**src/rtl/cpu_pkg.sv**
```systemverilog
// Shared encodings for the core sequencer: FSM states, PC source select,
// ARM condition codes and NZCV bit positions.
package cpu_pkg;

    typedef enum logic [2:0] {
        ST_FETCH  = 3'd0,
        ST_DECODE = 3'd1,
        ST_EXEC   = 3'd2,
        ST_MEM    = 3'd3,
        ST_WB     = 3'd4,
        ST_FAULT  = 3'd7
    } state_e;

    localparam logic [1:0] PCSEL_SEQ = 2'd0;
    localparam logic [1:0] PCSEL_BR  = 2'd1;
    localparam logic [1:0] PCSEL_REG = 2'd2;

    localparam logic [3:0] COND_EQ = 4'h0;
    localparam logic [3:0] COND_NE = 4'h1;
    localparam logic [3:0] COND_CS = 4'h2;
    localparam logic [3:0] COND_CC = 4'h3;
    localparam logic [3:0] COND_MI = 4'h4;
    localparam logic [3:0] COND_PL = 4'h5;
    localparam logic [3:0] COND_VS = 4'h6;
    localparam logic [3:0] COND_VC = 4'h7;
    localparam logic [3:0] COND_HI = 4'h8;
    localparam logic [3:0] COND_LS = 4'h9;
    localparam logic [3:0] COND_GE = 4'hA;
    localparam logic [3:0] COND_LT = 4'hB;
    localparam logic [3:0] COND_GT = 4'hC;
    localparam logic [3:0] COND_LE = 4'hD;
    localparam logic [3:0] COND_AL = 4'hE;
    localparam logic [3:0] COND_NV = 4'hF;

    localparam int NZCV_N = 3;
    localparam int NZCV_Z = 2;
    localparam int NZCV_C = 1;
    localparam int NZCV_V = 0;

endpackage

```
**src/rtl/cpu_seq_ctrl_cond_eval.sv**
```systemverilog
// Combinational ARM condition evaluator: (flags, condition code) -> taken.
module cond_eval
    import cpu_pkg::*;
(
    input  logic [3:0] i_nzcv,
    input  logic [3:0] i_cond,
    output logic       o_taken
);

    logic w_n, w_z, w_c, w_v;

    assign w_n = i_nzcv[NZCV_N];
    assign w_z = i_nzcv[NZCV_Z];
    assign w_c = i_nzcv[NZCV_C];
    assign w_v = i_nzcv[NZCV_V];

    always_comb begin
        // NOTE: default before the case so every path assigns o_taken; no latch.
        o_taken = 1'b0;
        case (i_cond)
            COND_EQ: o_taken = w_z;
            COND_NE: o_taken = !w_z;
            COND_CS: o_taken = w_c;
            COND_CC: o_taken = !w_c;
            COND_MI: o_taken = w_n;
            COND_PL: o_taken = !w_n;
            COND_VS: o_taken = w_v;
            COND_VC: o_taken = !w_v;
            COND_HI: o_taken = w_c && !w_z;
            COND_LS: o_taken = !w_c || w_z;
            COND_GE: o_taken = (w_n == w_v);
            COND_LT: o_taken = (w_n != w_v);
            COND_GT: o_taken = !w_z && (w_n == w_v);
            COND_LE: o_taken = w_z || (w_n != w_v);
            COND_AL: o_taken = 1'b1;
            default: o_taken = 1'b0;
        endcase
    end

endmodule

```
**src/rtl/cpu_seq_ctrl.sv**
```systemverilog
// Multi-cycle FETCH/DECODE/EXEC/MEM/WB sequencer owning the NZCV flags and all
// datapath write enables. Define CPU_SEQ_PERF_EN to add CYCLE_CNT/INSTRET.
module cpu_seq_ctrl
    import cpu_pkg::*;
#(
    parameter int MEM_TIMEOUT = 16,
    parameter int TO_W        = 5
) (
    input  logic       CLK,
    input  logic       RST,
    input  logic       REGWRITE,
    input  logic       MEMRW,
    input  logic       MEMTOREG,
    input  logic       R_BRANCH,
    input  logic       C_BRANCH,
    input  logic [3:0] COND,
    input  logic [3:0] NZCVWRITE,
    input  logic [3:0] ALU_NZCV,
    input  logic       IMEM_READY,
    input  logic       DMEM_READY,
    output logic       IMEM_REQ,
    output logic       DMEM_REQ,
    output logic       DMEM_WE,
    output logic       IR_WE,
    output logic       PC_WE,
    output logic [1:0] PC_SEL,
    output logic       REG_WE,
    output logic [3:0] NZCV,
    output logic [2:0] STATE,
    output logic       INSTR_DONE,
`ifdef CPU_SEQ_PERF_EN
    output logic       FAULT,
    output logic [31:0] CYCLE_CNT,
    output logic [31:0] INSTRET
`else
    output logic       FAULT
`endif
);

    localparam bit              TO_EN   = (MEM_TIMEOUT != 0);
    localparam logic [TO_W-1:0] TO_LAST = TO_W'(MEM_TIMEOUT - 1);

    state_e          r_state;
    logic [3:0]      r_nzcv;
    logic [TO_W-1:0] r_to_cnt;
    logic            w_taken;
    logic            w_to_hit;

    cond_eval u_cond (
        .i_nzcv  (r_nzcv),
        .i_cond  (COND),
        .o_taken (w_taken)
    );

    assign w_to_hit = TO_EN && (r_to_cnt == TO_LAST);

    // NOTE: sequential state uses non-blocking assignments only.
    always_ff @(posedge CLK or posedge RST) begin
        if (RST) begin
            r_state  <= ST_FETCH;
            r_nzcv   <= 4'b0000;
            r_to_cnt <= '0;
        end else begin
            case (r_state)
                ST_FETCH: begin
                    if (IMEM_READY) begin
                        r_state <= ST_DECODE;
                    end else if (w_to_hit) begin
                        r_state <= ST_FAULT;
                    end else begin
                        r_to_cnt <= r_to_cnt + 1'b1;
                    end
                end
                ST_DECODE: r_state <= ST_EXEC;
                ST_EXEC: begin
                    r_nzcv <= (r_nzcv & ~NZCVWRITE) | (ALU_NZCV & NZCVWRITE);
                    if (MEMRW || MEMTOREG) begin
                        r_state  <= ST_MEM;
                        r_to_cnt <= '0;
                    end else if (REGWRITE) begin
                        r_state <= ST_WB;
                    end else begin
                        r_state  <= ST_FETCH;
                        r_to_cnt <= '0;
                    end
                end
                ST_MEM: begin
                    // READY checked first so it wins over the terminal count.
                    if (DMEM_READY) begin
                        if (MEMTOREG) begin
                            r_state <= ST_WB;
                        end else begin
                            r_state  <= ST_FETCH;
                            r_to_cnt <= '0;
                        end
                    end else if (w_to_hit) begin
                        r_state <= ST_FAULT;
                    end else begin
                        r_to_cnt <= r_to_cnt + 1'b1;
                    end
                end
                ST_WB: begin
                    r_state  <= ST_FETCH;
                    r_to_cnt <= '0;
                end
                ST_FAULT: r_state <= ST_FAULT;
                default:  r_state <= ST_FAULT;
            endcase
        end
    end

    // Enables must follow READY within the cycle and drop the instant RST
    // rises, so they are decoded from state rather than registered.
    always_comb begin
        IMEM_REQ   = 1'b0;
        DMEM_REQ   = 1'b0;
        DMEM_WE    = 1'b0;
        IR_WE      = 1'b0;
        PC_WE      = 1'b0;
        PC_SEL     = PCSEL_SEQ;
        REG_WE     = 1'b0;
        INSTR_DONE = 1'b0;
        if (!RST) begin
            case (r_state)
                ST_FETCH: begin
                    IMEM_REQ = 1'b1;
                    IR_WE    = IMEM_READY;
                end
                ST_EXEC: begin
                    PC_WE = 1'b1;
                    if (R_BRANCH) begin
                        PC_SEL = PCSEL_REG;
                    end else if (C_BRANCH && w_taken) begin
                        PC_SEL = PCSEL_BR;
                    end
                    INSTR_DONE = !(MEMRW || MEMTOREG) && !REGWRITE;
                end
                ST_MEM: begin
                    DMEM_REQ   = 1'b1;
                    DMEM_WE    = MEMRW;
                    INSTR_DONE = DMEM_READY && !MEMTOREG;
                end
                ST_WB: begin
                    REG_WE     = 1'b1;
                    INSTR_DONE = 1'b1;
                end
                default: ;
            endcase
        end
    end

    assign NZCV  = r_nzcv;
    assign STATE = r_state;
    assign FAULT = (r_state == ST_FAULT);

`ifdef CPU_SEQ_PERF_EN
    logic [31:0] r_cycle_cnt;
    logic [31:0] r_instret;

    always_ff @(posedge CLK or posedge RST) begin
        if (RST) begin
            r_cycle_cnt <= '0;
            r_instret   <= '0;
        end else begin
            if (r_state != ST_FAULT) r_cycle_cnt <= r_cycle_cnt + 32'd1;
            if (INSTR_DONE)          r_instret   <= r_instret + 32'd1;
        end
    end

    assign CYCLE_CNT = r_cycle_cnt;
    assign INSTRET   = r_instret;
`endif

endmodule
```
**config.mk**
```make
export PLATFORM = sky130hd
export DESIGN_NAME = cpu_seq_ctrl
export DESIGN_NICKNAME = d
export VERILOG_FILES = /design/src/rtl/cpu_pkg.sv /design/src/rtl/cpu_seq_ctrl_cond_eval.sv /design/src/rtl/cpu_seq_ctrl.sv
export SDC_FILE = /design/constraint.sdc
export NUM_CORES = 1
export LEC_CHECK = 0
export ABC_CLOCK_PERIOD_IN_PS = 2000
export CAP_MARGIN = 20
export CORE_MARGIN = 1
export CORE_UTILIZATION = 40
export DETAILED_ROUTE_END_ITERATION = 8
export PLACE_DENSITY = 0.84
export SYNTH_ARGS = -nofsm -noshare
export SYNTH_HDL_FRONTEND = slang
export SYNTH_SLANG_ARGS = --single-unit
```
**constraint.sdc**
```tcl
create_clock -name CLK -period 2 [get_ports CLK]
set_clock_uncertainty 0.15 [all_clocks]
set_input_delay 0.4 -clock CLK [delete_from_list [all_inputs] [get_ports CLK]]
set_output_delay 0.4 -clock CLK [all_outputs]
set_load 0.1 [all_outputs]
```
==> impl_metrics.csv <==
group,metric,value,unit
run_status,outcome,"complete, but fails checks",
run_status,violations,"negative setup slack",
timing,timing.final.crit_period,2.52,ns
synthesis,yosysWarnings,0,
synthesis,ys_seq_elements,12,
place,dp_hpwl,2560,um
power,max-vdd-ir-drop,0.000386,V
global_route,grt_pass1_wl,6270,um
global_route,grt_util_met2,57.7,%
drt,drtIter0Drc,72,
flow_run,cap_violations,0,
synthesis,syn_inst,125,
setup_path,cp-start-kind,"input port",
setup_path,cp_slowest_cell,"clkdlybuf4s15_1",
place,pre_cts_slack,-0.688,ns
synthesis,ys.flop_type,"dfrtp_1",
clock_tree,hold_buffers,0,
global_route,met3_usage,5.65,%
setup_path,worstPathCellList,"clkdlybuf4s15_1 -> buf_6 -> and4b_1 -> a41oi_1 -> o311ai_1 -> a31o_4 -> buf_12",
synthesis,ys_seq_area_share,28.1,%
floorplan,fp.dieW,53.7,um
global_route,antenna_found_initial,0,
power,p_sw_share,29.0,%
finish,area_growth,104,%
setup_path,cpLargestDelayFamily,"compound AO/OA/AOI/OAI gates",
drt,via_count,1469,
synthesis,synth_edf_count,0,
setup_path,cp_num_buf_inv,3,
synthesis,syn-num-nets,147,
floorplan,dieArea,2880,um2
floorplan,pin_count,38,
place,io_buffers,37,
drt,drc_errors,0,
floorplan,core-area,2500,um2
global_route,grt_pass1_vias,1280,
finish,fin_cells,230,
place,dp_cells,212,
timing,hold_violations,0,
clock_tree,cts.path.max_buffers,2,
place,gp_congestion,0.897,
setup_path,cp.arrival,1.97,ns
setup_path,cp.depth,7,
floorplan,num_rows,18,
setup_path,cp_data_required_time,1.45,ns
clock_tree,clkTransAtPathRegs,0.08,ns
synthesis,synth_area,1070,um2
finish,drive_gt1_share,49.5,%
clock_tree,clock_latency,0.28,ns
setup_path,cp_max_fo,8,
finish,final_util,86.9,%
drt,dr.pass1.iters,4,
timing,tightest_slew,0.486,ns
drt,wl,5080,um
power,p_leak,0.000941,uW
power,pwr-share-comb,24.4,%
worst_hold_path,min_path_type,"in2async",
drt,via_per_inst,6.39,
global_route,gr-usage-met1,34.7,%
setup_path,rr_worst_depth,7,
floorplan,dieHeight,53.7,um
power,sequentialPowerShare,45.8,%
clock_tree,cts_tree,"yes",
setup_path,endpoint_kind,"primary output",
power,power,551,uW
clock_tree,htree_num_levels,1,
timing,rsz0062_at_grt,"yes",
global_route,grt_start_max_net_pins,17,
timing,drv_slew,0,
global_route,grt-ovfl-total,0,
synthesis,ys_types,54,
power,switchingPower,160,uW
drt,postRouteAntennaNets,0,
timing,tns,-2.09,ns
timing,fmax,396,MHz
floorplan,initial_core_util,42.7,%
global_route,grtUsageTotal,31.3,%
timing,setup_ws,-0.524,ns
setup_path,worstSetupPathType,"in2out",
drt,wire_per_inst,22.1,um
power,pwr-share-clk,29.8,%
global_route,busiest_layer,"met2",
power,power_density,253,nW/um2
clock_tree,clock-root-buffer,"clkbuf_4",
setup_path,max_stage_delay,0.28,ns
clock_tree,cts_sinks,12,
synthesis,avgSynthCellArea,8.54,um2
finish,diodes,0,
power,p_int,391,uW
timing,final-setup-viol-count,12,
finish,nets,223,
timing,post-route-period-util,126,%
timing,slew_headroom,67.6,%
clock_tree,cts_buffers,3,
synthesis,async_flop_share,100,%
==> power by group through the flow <==
stage | sequential (uW) | clock, uW | combinational (uW)
floorplan | 258 | 0 | 39.6
global placement | 255 | 0 | 109
detailed placement | 255 | 0 | 115
CTS | 251 | 160 | 119
global route | 253 | 173 | 142
finish | 252 | 164 | 135
==> routing by layer <==
metal | vias up | part of all wire [%] | wire length [um]
li1 | 628 | - | -
met1 | 691 | 36 | 1820
met2 | 114 | 50 | 2560
met3 | 36 | 8.0 | 404
met4 | 0 | 5.9 | 298
met5 | - | 0 | 0
==> cell usage in the layout (no fill, tap or decap), types with 3 or more instances in the layout <==
cell type / count
nor2_4: 3
nor2_1: 5
dfrtp_1: 9
buf_6: 10
a21oi_1: 6
and3_4: 3
o21ai_0: 3
dlygate4sd2_1: 3
buf_12: 19
nand3_1: 4
mux2_2: 5
buf_4: 29
clkdlybuf4s50_1: 15
inv_1: 6
nand2_1: 10
nand2b_1: 3
nor2b_1: 4
clkbuf_4: 3
==> cells in the mapped netlist, types with 2 or more instances <==
cell type,instances,area [um2]
nand2b_1,3,18.8
a21oi_1,7,35.0
and4b_1,2,20.0
nor2b_1,5,31.3
nor2_1,8,30.0
mux2_2,5,56.3
nor3_1,4,20.0
nor4_1,2,12.5
and3_1,3,18.8
clkbuf_1,4,15.0
nor3b_1,2,15.0
nand3_1,4,20.0
and2_1,2,12.5
o21ai_0,3,15.0
inv_1,7,26.3
o22ai_1,2,12.5
buf_6,2,22.5
o21a_1,2,15.0
dfrtp_1,12,300
nand2_1,11,41.3
nand4_1,2,12.5
==> metrics by stage <==
| stage | instance area [um2] | hold WS (ns) |
|---|---|---|
| global placement | 1880 | 0.346 |
| floorplan | 1160 | 0.115 |
| finish | 2170 | 0.348 |
| CTS | 2060 | 0.340 |
| detailed placement | 1880 | 0.349 |
| global route | 2170 | 0.391 |
==> layout make-up <==
cell class              count  area (um2)
inverters                   7        30.0
repair buffers             79         933
clock buffers               4        26.3
flip-flops and latches     12         309
multi-input cells          98         837
well taps                  30        37.5
fillers                   123         327
==> cell families after synthesis <==
family	Yosys count	synth area share [%]
AOI/OAI and AO/OA	32	23.0
xor gates and xnor gates	1	0.821
adders and majority gates	1	1.17
buffers and inverters	15	7.15
DFF	12	28.1
muxes	6	6.21
and+or+nand+nor	58	33.5
==> path summary, 6_finish.rpt <==
kind	endpoint	slack (ns)	from
min	asynchronous set/reset pin	0.35	RST
min in group CLK	r_to_cnt[4]	0.40	r_to_cnt[4]
max	PC_SEL[0]	-0.52	COND[2]
max reg2reg	r_to_cnt[1]	-0.12	STATE[0]
max in group asynchronous	STATE[2]	0.99	RST
min reg2reg	r_to_cnt[4]	0.40	r_to_cnt[4]
==> worst reg2reg max path: cells and delay by family (launching register included) <==
family / cells / cell delay, ns
flip-flops: 1 / 0.51
buffers and inverters: 3 / 0.40
AND/OR/NAND/NOR: 3 / 0.71
AO/OA/AOI/OAI: 1 / 0.24
==> timing repair <==
item                                    CTS  global route
pin swaps                                 5             9
endpoints found under the setup margin    9            14
resized for setup                        34            10
buffers inserted                          7             7
cloned                                    0             1
(Power assumes the default switching activity.)
